### src/rtl/johnson_phase_monitor.sv
// Johnson (twisted-ring) counter consumer: decodes the 4-bit code to phase/one-hot,
// checks successor ordering, acquires lock, counts revolutions and flags corruption.
module johnson_phase_monitor #(
  parameter int unsigned LOCK_CNT = 4,
  parameter int unsigned REV_W    = 8
) (
  input  logic             clk,
  input  logic             rst,
  input  logic [3:0]       jc_i,
  input  logic             clr_err_i,
  output logic [2:0]       phase_o,
  output logic [7:0]       onehot_o,
  output logic             legal_o,
  output logic             locked_o,
  output logic             err_pulse_o,
  output logic             err_sticky_o,
  output logic [REV_W-1:0] rev_cnt_o
);

  localparam int unsigned      GOOD_W   = $clog2(LOCK_CNT + 1);
  localparam logic [GOOD_W-1:0] LOCK_TGT = GOOD_W'(LOCK_CNT);

  typedef enum logic [1:0] {
    IDLE,
    ACQ,
    LOCKED,
    FAULT
  } state_e;

  state_e            state_q, state_d;
  logic [GOOD_W-1:0] good_q, good_d;
  logic [2:0]        phase_q, phase_d;
  logic [7:0]        onehot_q, onehot_d;
  logic              legal_q, legal_d;
  logic              locked_q;
  logic              err_pulse_q, err_pulse_d;
  logic              err_sticky_q, err_sticky_d;
  logic [REV_W-1:0]  rev_q, rev_d;

  logic              jc_legal;
  logic [2:0]        jc_phase;
  logic [2:0]        phase_next;
  logic [GOOD_W-1:0] good_inc;
  logic              succ;
  logic              wrap;
  logic              fault;

  // jc_i[3] is the first ring stage, so ones fill from the MSB side first.
  always_comb begin
    jc_legal = 1'b1;
    jc_phase = 3'd0;
    case (jc_i)
      4'b0000: jc_phase = 3'd0;
      4'b1000: jc_phase = 3'd1;
      4'b1100: jc_phase = 3'd2;
      4'b1110: jc_phase = 3'd3;
      4'b1111: jc_phase = 3'd4;
      4'b0111: jc_phase = 3'd5;
      4'b0011: jc_phase = 3'd6;
      4'b0001: jc_phase = 3'd7;
      default: jc_legal = 1'b0;
    endcase
  end

  assign phase_next = phase_q + 3'd1;
  assign good_inc   = good_q + GOOD_W'(1);
  assign succ       = jc_legal && (jc_phase == phase_next);
  assign wrap       = (phase_q == 3'd7);
  assign fault      = (state_q == LOCKED) && !succ;

  always_comb begin
    state_d      = state_q;
    good_d       = good_q;
    rev_d        = rev_q;
    err_pulse_d  = 1'b0;
    err_sticky_d = err_sticky_q;
    legal_d      = jc_legal;
    phase_d      = jc_legal ? jc_phase : phase_q;
    onehot_d     = jc_legal ? (8'd1 << jc_phase) : 8'd0;

    case (state_q)
      IDLE: begin
        if (jc_legal) begin
          state_d = ACQ;
          good_d  = '0;
        end
      end
      ACQ: begin
        if (succ) begin
          if (good_inc == LOCK_TGT) begin
            state_d = LOCKED;
            good_d  = '0;
          end else begin
            good_d = good_inc;
          end
        end else if (jc_legal) begin
          good_d = '0;
        end else begin
          state_d = IDLE;
          good_d  = '0;
        end
      end
      LOCKED: begin
        if (succ) begin
          if (wrap) begin
            rev_d = rev_q + REV_W'(1);
          end
        end else begin
          state_d     = FAULT;
          err_pulse_d = 1'b1;
        end
      end
      FAULT: begin
        if (clr_err_i) begin
          state_d = IDLE;
        end
      end
      default: begin
        state_d = IDLE;
        good_d  = '0;
      end
    endcase

    // A fault in the same cycle as a clear must still leave the flag set.
    if (fault) begin
      err_sticky_d = 1'b1;
    end else if (clr_err_i) begin
      err_sticky_d = 1'b0;
    end
  end

  always_ff @(posedge clk or negedge rst) begin
    if (!rst) begin
      state_q      <= IDLE;
      good_q       <= '0;
      phase_q      <= 3'd0;
      onehot_q     <= 8'd0;
      legal_q      <= 1'b0;
      locked_q     <= 1'b0;
      err_pulse_q  <= 1'b0;
      err_sticky_q <= 1'b0;
      rev_q        <= '0;
    end else begin
      state_q      <= state_d;
      good_q       <= good_d;
      phase_q      <= phase_d;
      onehot_q     <= onehot_d;
      legal_q      <= legal_d;
      locked_q     <= (state_d == LOCKED);
      err_pulse_q  <= err_pulse_d;
      err_sticky_q <= err_sticky_d;
      rev_q        <= rev_d;
    end
  end

  assign phase_o      = phase_q;
  assign onehot_o     = onehot_q;
  assign legal_o      = legal_q;
  assign locked_o     = locked_q;
  assign err_pulse_o  = err_pulse_q;
  assign err_sticky_o = err_sticky_q;
  assign rev_cnt_o    = rev_q;

endmodule
### config.mk
export PLATFORM = sky130hd
export DESIGN_NAME = johnson_phase_monitor
export DESIGN_NICKNAME = d
export VERILOG_FILES = /design/src/rtl/johnson_phase_monitor.sv
export SDC_FILE = /design/constraint.sdc
export NUM_CORES = 1
export LEC_CHECK = 0
export ABC_AREA = 1
export BUFFER_PORTS_ARGS = -buffer_cell sky130_fd_sc_hd__buf_4
export CAP_MARGIN = 30
export CORE_UTILIZATION = 30
export CTS_CLUSTER_DIAMETER = 80
export DETAILED_ROUTE_END_ITERATION = 12
export SLEW_MARGIN = 20
export SYNTH_ARGS = -nofsm -noshare
export SYNTH_HDL_FRONTEND = slang
export SYNTH_SLANG_ARGS = --single-unit
### constraint.sdc
create_clock -name clk -period 1.8 [get_ports clk]
set_clock_uncertainty 0.15 [all_clocks]
set_input_delay 0.36 -clock clk [delete_from_list [all_inputs] [get_ports clk]]
set_output_delay 0.36 -clock clk [all_outputs]
set_load 0.01 [all_outputs]
==> run metrics <==
# nets final 218; max cap viols 0; clock-pin slew on the worst setup and hold paths 90 ps; crit path to rev_cnt_o[2]$_DFFE_PN0P_; TritonCTS clock tree done; Net Sw Frac 27.19%; register bit total from synthesis 28; Unique masters post-synth 24; Pleak 1.000 nW; grt total ovfl 0; CTS max path bufs 2; Synth Warn # 0; fin cells 257; CP Data Arrival Time 1820 ps; crit path launch phase_o[1]$_DFFE_PN0P_; slew margin rel. 69.65%; P per Cell Area 721.8 mW/mm^2; Final ANT Viol Nets 0; # IOs 30; Top FF cell, synth dfrtp_1; Core ar. 0.004414 mm^2; final hold vios 0; Initial Util 31.66%; Die Ht 70.26 um; share of layout cells above drive strength 1 33.17%; crit path kind flip-flop to flip-flop; cells on worst reg2reg path 11; Pins Over Slew Limit 0; Via-to-Cell Ratio 4.510; Gate power share 20.8%; Syn Inst Count 166; slack of the critical path -3.986 ps; row count 24; worst hold path class input port to flip-flop; RSZ-0062 raised after global routing true; Area contributors post-synth dfrtp_1, nand2_1, nand3_1; final worst-path cycle share 100.2%; NetSw 0.3617 mW; crit-path max FO 8; Achievable Freq 0.5543 GHz; total global-route track usage 12.96%; top-area cell type share of the netlist area 50.13%; top-count cell post-synth nand2_1; DPL Wire Length 1.976 mm; final-report setup violation count 1; worst hold slack 201.2 ps; total design power 1.330 mW; routed vias 1159; asr flop ratio synth 100.0%; placed cell count 248; fillcell total 437; initial antenna violation count 0; Post-synth EDFFs 0; First-pass DRT Iterations 4; Int Pwr 0.9686 mW; sequential area share after synthesis 50.13%; P&R area growth vs syn 31.87%; Wirelength per Cell 10.85 um; Startpoint Class flip-flop; CTS Buf Count 3; Die Width 70.26 um; Worst R2R Start phase_o[1]$_DFFE_PN0P_; Final min period 1804 ps; largest net degree at the start of global routing 29; outcome finished, violations left; first-pass GRT wire length 5.133 mm; Initial DRC Count 42; Yosys top cell by area dfrtp_1; die area 0.004936 mm^2; routability congestion estimate 0.7662; Clk pwr share 28.7%; slew at the pin closest to its max-slew limit 455.3 ps; number of global-route vias before repair 1162; peak supply drop 0.3011 mV; Syn Area/Cell 8.419 um^2; diodes inserted 0; r2r endpoint rev_cnt_o[2]$_DFFE_PN0P_; clk sinks 28; CTS H-tree lvls 1; Root Buffer clkbuf_8; pre-CTS setup slack -47.99 ps; DRC viols 0; worst path required time 1820 ps; Final Util 41.75%; Post-Syn Area 0.001398 mm^2; worst skew pair latency 270 ps; register share of total power 50.6%; failing checks setup timing; DRT Wirelength 2.789 mm; Port Buffers 29; crit path capture type flip-flop; top post-synthesis cells by count nand2_1, dfrtp_1, nand3_1; r2r setup slk -4 ps; syn_nets 178
-- cell usage in the layout (no fill, tap or decap), types with 2 or more instances in the layout --
master    count
ha_1          3
xnor2_1       4
nand3_2       2
nand4_1       4
dfrtp_1      28
nand2_2      13
inv_1        15
inv_2         6
clkbuf_8      4
xor2_1        3
o21ai_1       4
buf_4        34
nor2_1       13
o21ai_0       2
nand3_1      20
or2_2         2
nand2_1      37
-- power by group through the flow --
stage / clock [mW] / combinational, mW / sequential, mW
4_1_cts: 0.401 / 0.270 / 0.672
6_report: 0.382 / 0.276 / 0.673
3_3_place_gp: 0 / 0.230 / 0.683
2_1_floorplan: 0 / 0.132 / 0.691
3_5_place_dp: 0 / 0.232 / 0.683
5_1_grt: 0.430 / 0.317 / 0.675
-- through the flow --
stage,setup TNS [ps],area [um^2]
after global routing,-918.6,1843
after CTS,-25.93,1831
final,-3.986,1843
after detailed placement,-308.9,1693
after global placement,-47.66,1693
after floorplan,0,1400
-- critical path: stages, from the launching register on --
cell	delay, ps
dfrtp_1	400
ha_2	210
ha_4	270
inv_2	30
nand2_2	40
nand2_2	60
nor2_4	110
nand3_4	110
inv_6	110
nand2_8	80
nand2_2	70
nand2_1	50
-- flip-flops by register name, summed over array words and instances (netlist names) --
signal        cells
state_q           2
good_q            3
err_sticky_o      1
err_pulse_o       1
locked_o          1
rev_cnt_o         8
onehot_o          8
legal_o           1
phase_o           3
-- timing repair --
action	in CTS	in global routing
buffers inserted	2	1
pin swaps	5	2
gates cloned	1	0
endpoints found under the hold margin	28	0
setup endpoints to repair	8	13
hold buffers	1	0
gates resized for setup	15	5
-- cells by family (layout without fill, tap and decap cells) --
kind of cell	after synthesis	after routing	share of synthesized area, %
buf+inv	22	61	6.177
compound gates	6	6	2.148
simple gates	98	98	32.68
fa+ha+maj	5	5	4.476
xor+xnor	7	7	4.387
flops	28	28	50.13
-- worst min-delay path by stage --
stage | startpoint | end | slack [ps] | cells past startpoint
after CTS | clr_err_i | err_sticky_o$_DFFE_PN0P_ | 190 | 4
after detailed placement | rst | err_sticky_o$_DFFE_PN0P_ | 150 | 1
after floorplan | rst | err_pulse_o$_DFF_PN0_ | -90 | 0
after global routing | jc_i[3] | onehot_o[4]$_DFF_PN0_ | 220 | 3
after global placement | rst | err_sticky_o$_DFFE_PN0P_ | 150 | 1
final | clr_err_i | err_sticky_o$_DFFE_PN0P_ | 200 | 4
-- cell type report --
type	count	area, um^2	share of cell area [%]
tap	52	65.06	3.530
multi-input combinational	116	669.4	36.32
inverter	21	83.83	4.549
timing repair inverter	1	3.754	0.2037
sequential	28	700.7	38.02
timing repair buffer	35	265.3	14.39
clock buffer	4	55.05	2.987
-- routing by layer --
metal  part of all wire (%)  routed length (um)  global-route usage (%)  vias up
met5                      0                   0                       0        -
met4                    1.2                  33                   4.667        0
met3                    4.2                 116                   2.453        4
met2                     44                1220                   19.37       24
met1                     51                1419                   18.58      530
li1                       -                   -                       -      601
Note: power is estimated with default switching activity, not from simulation.
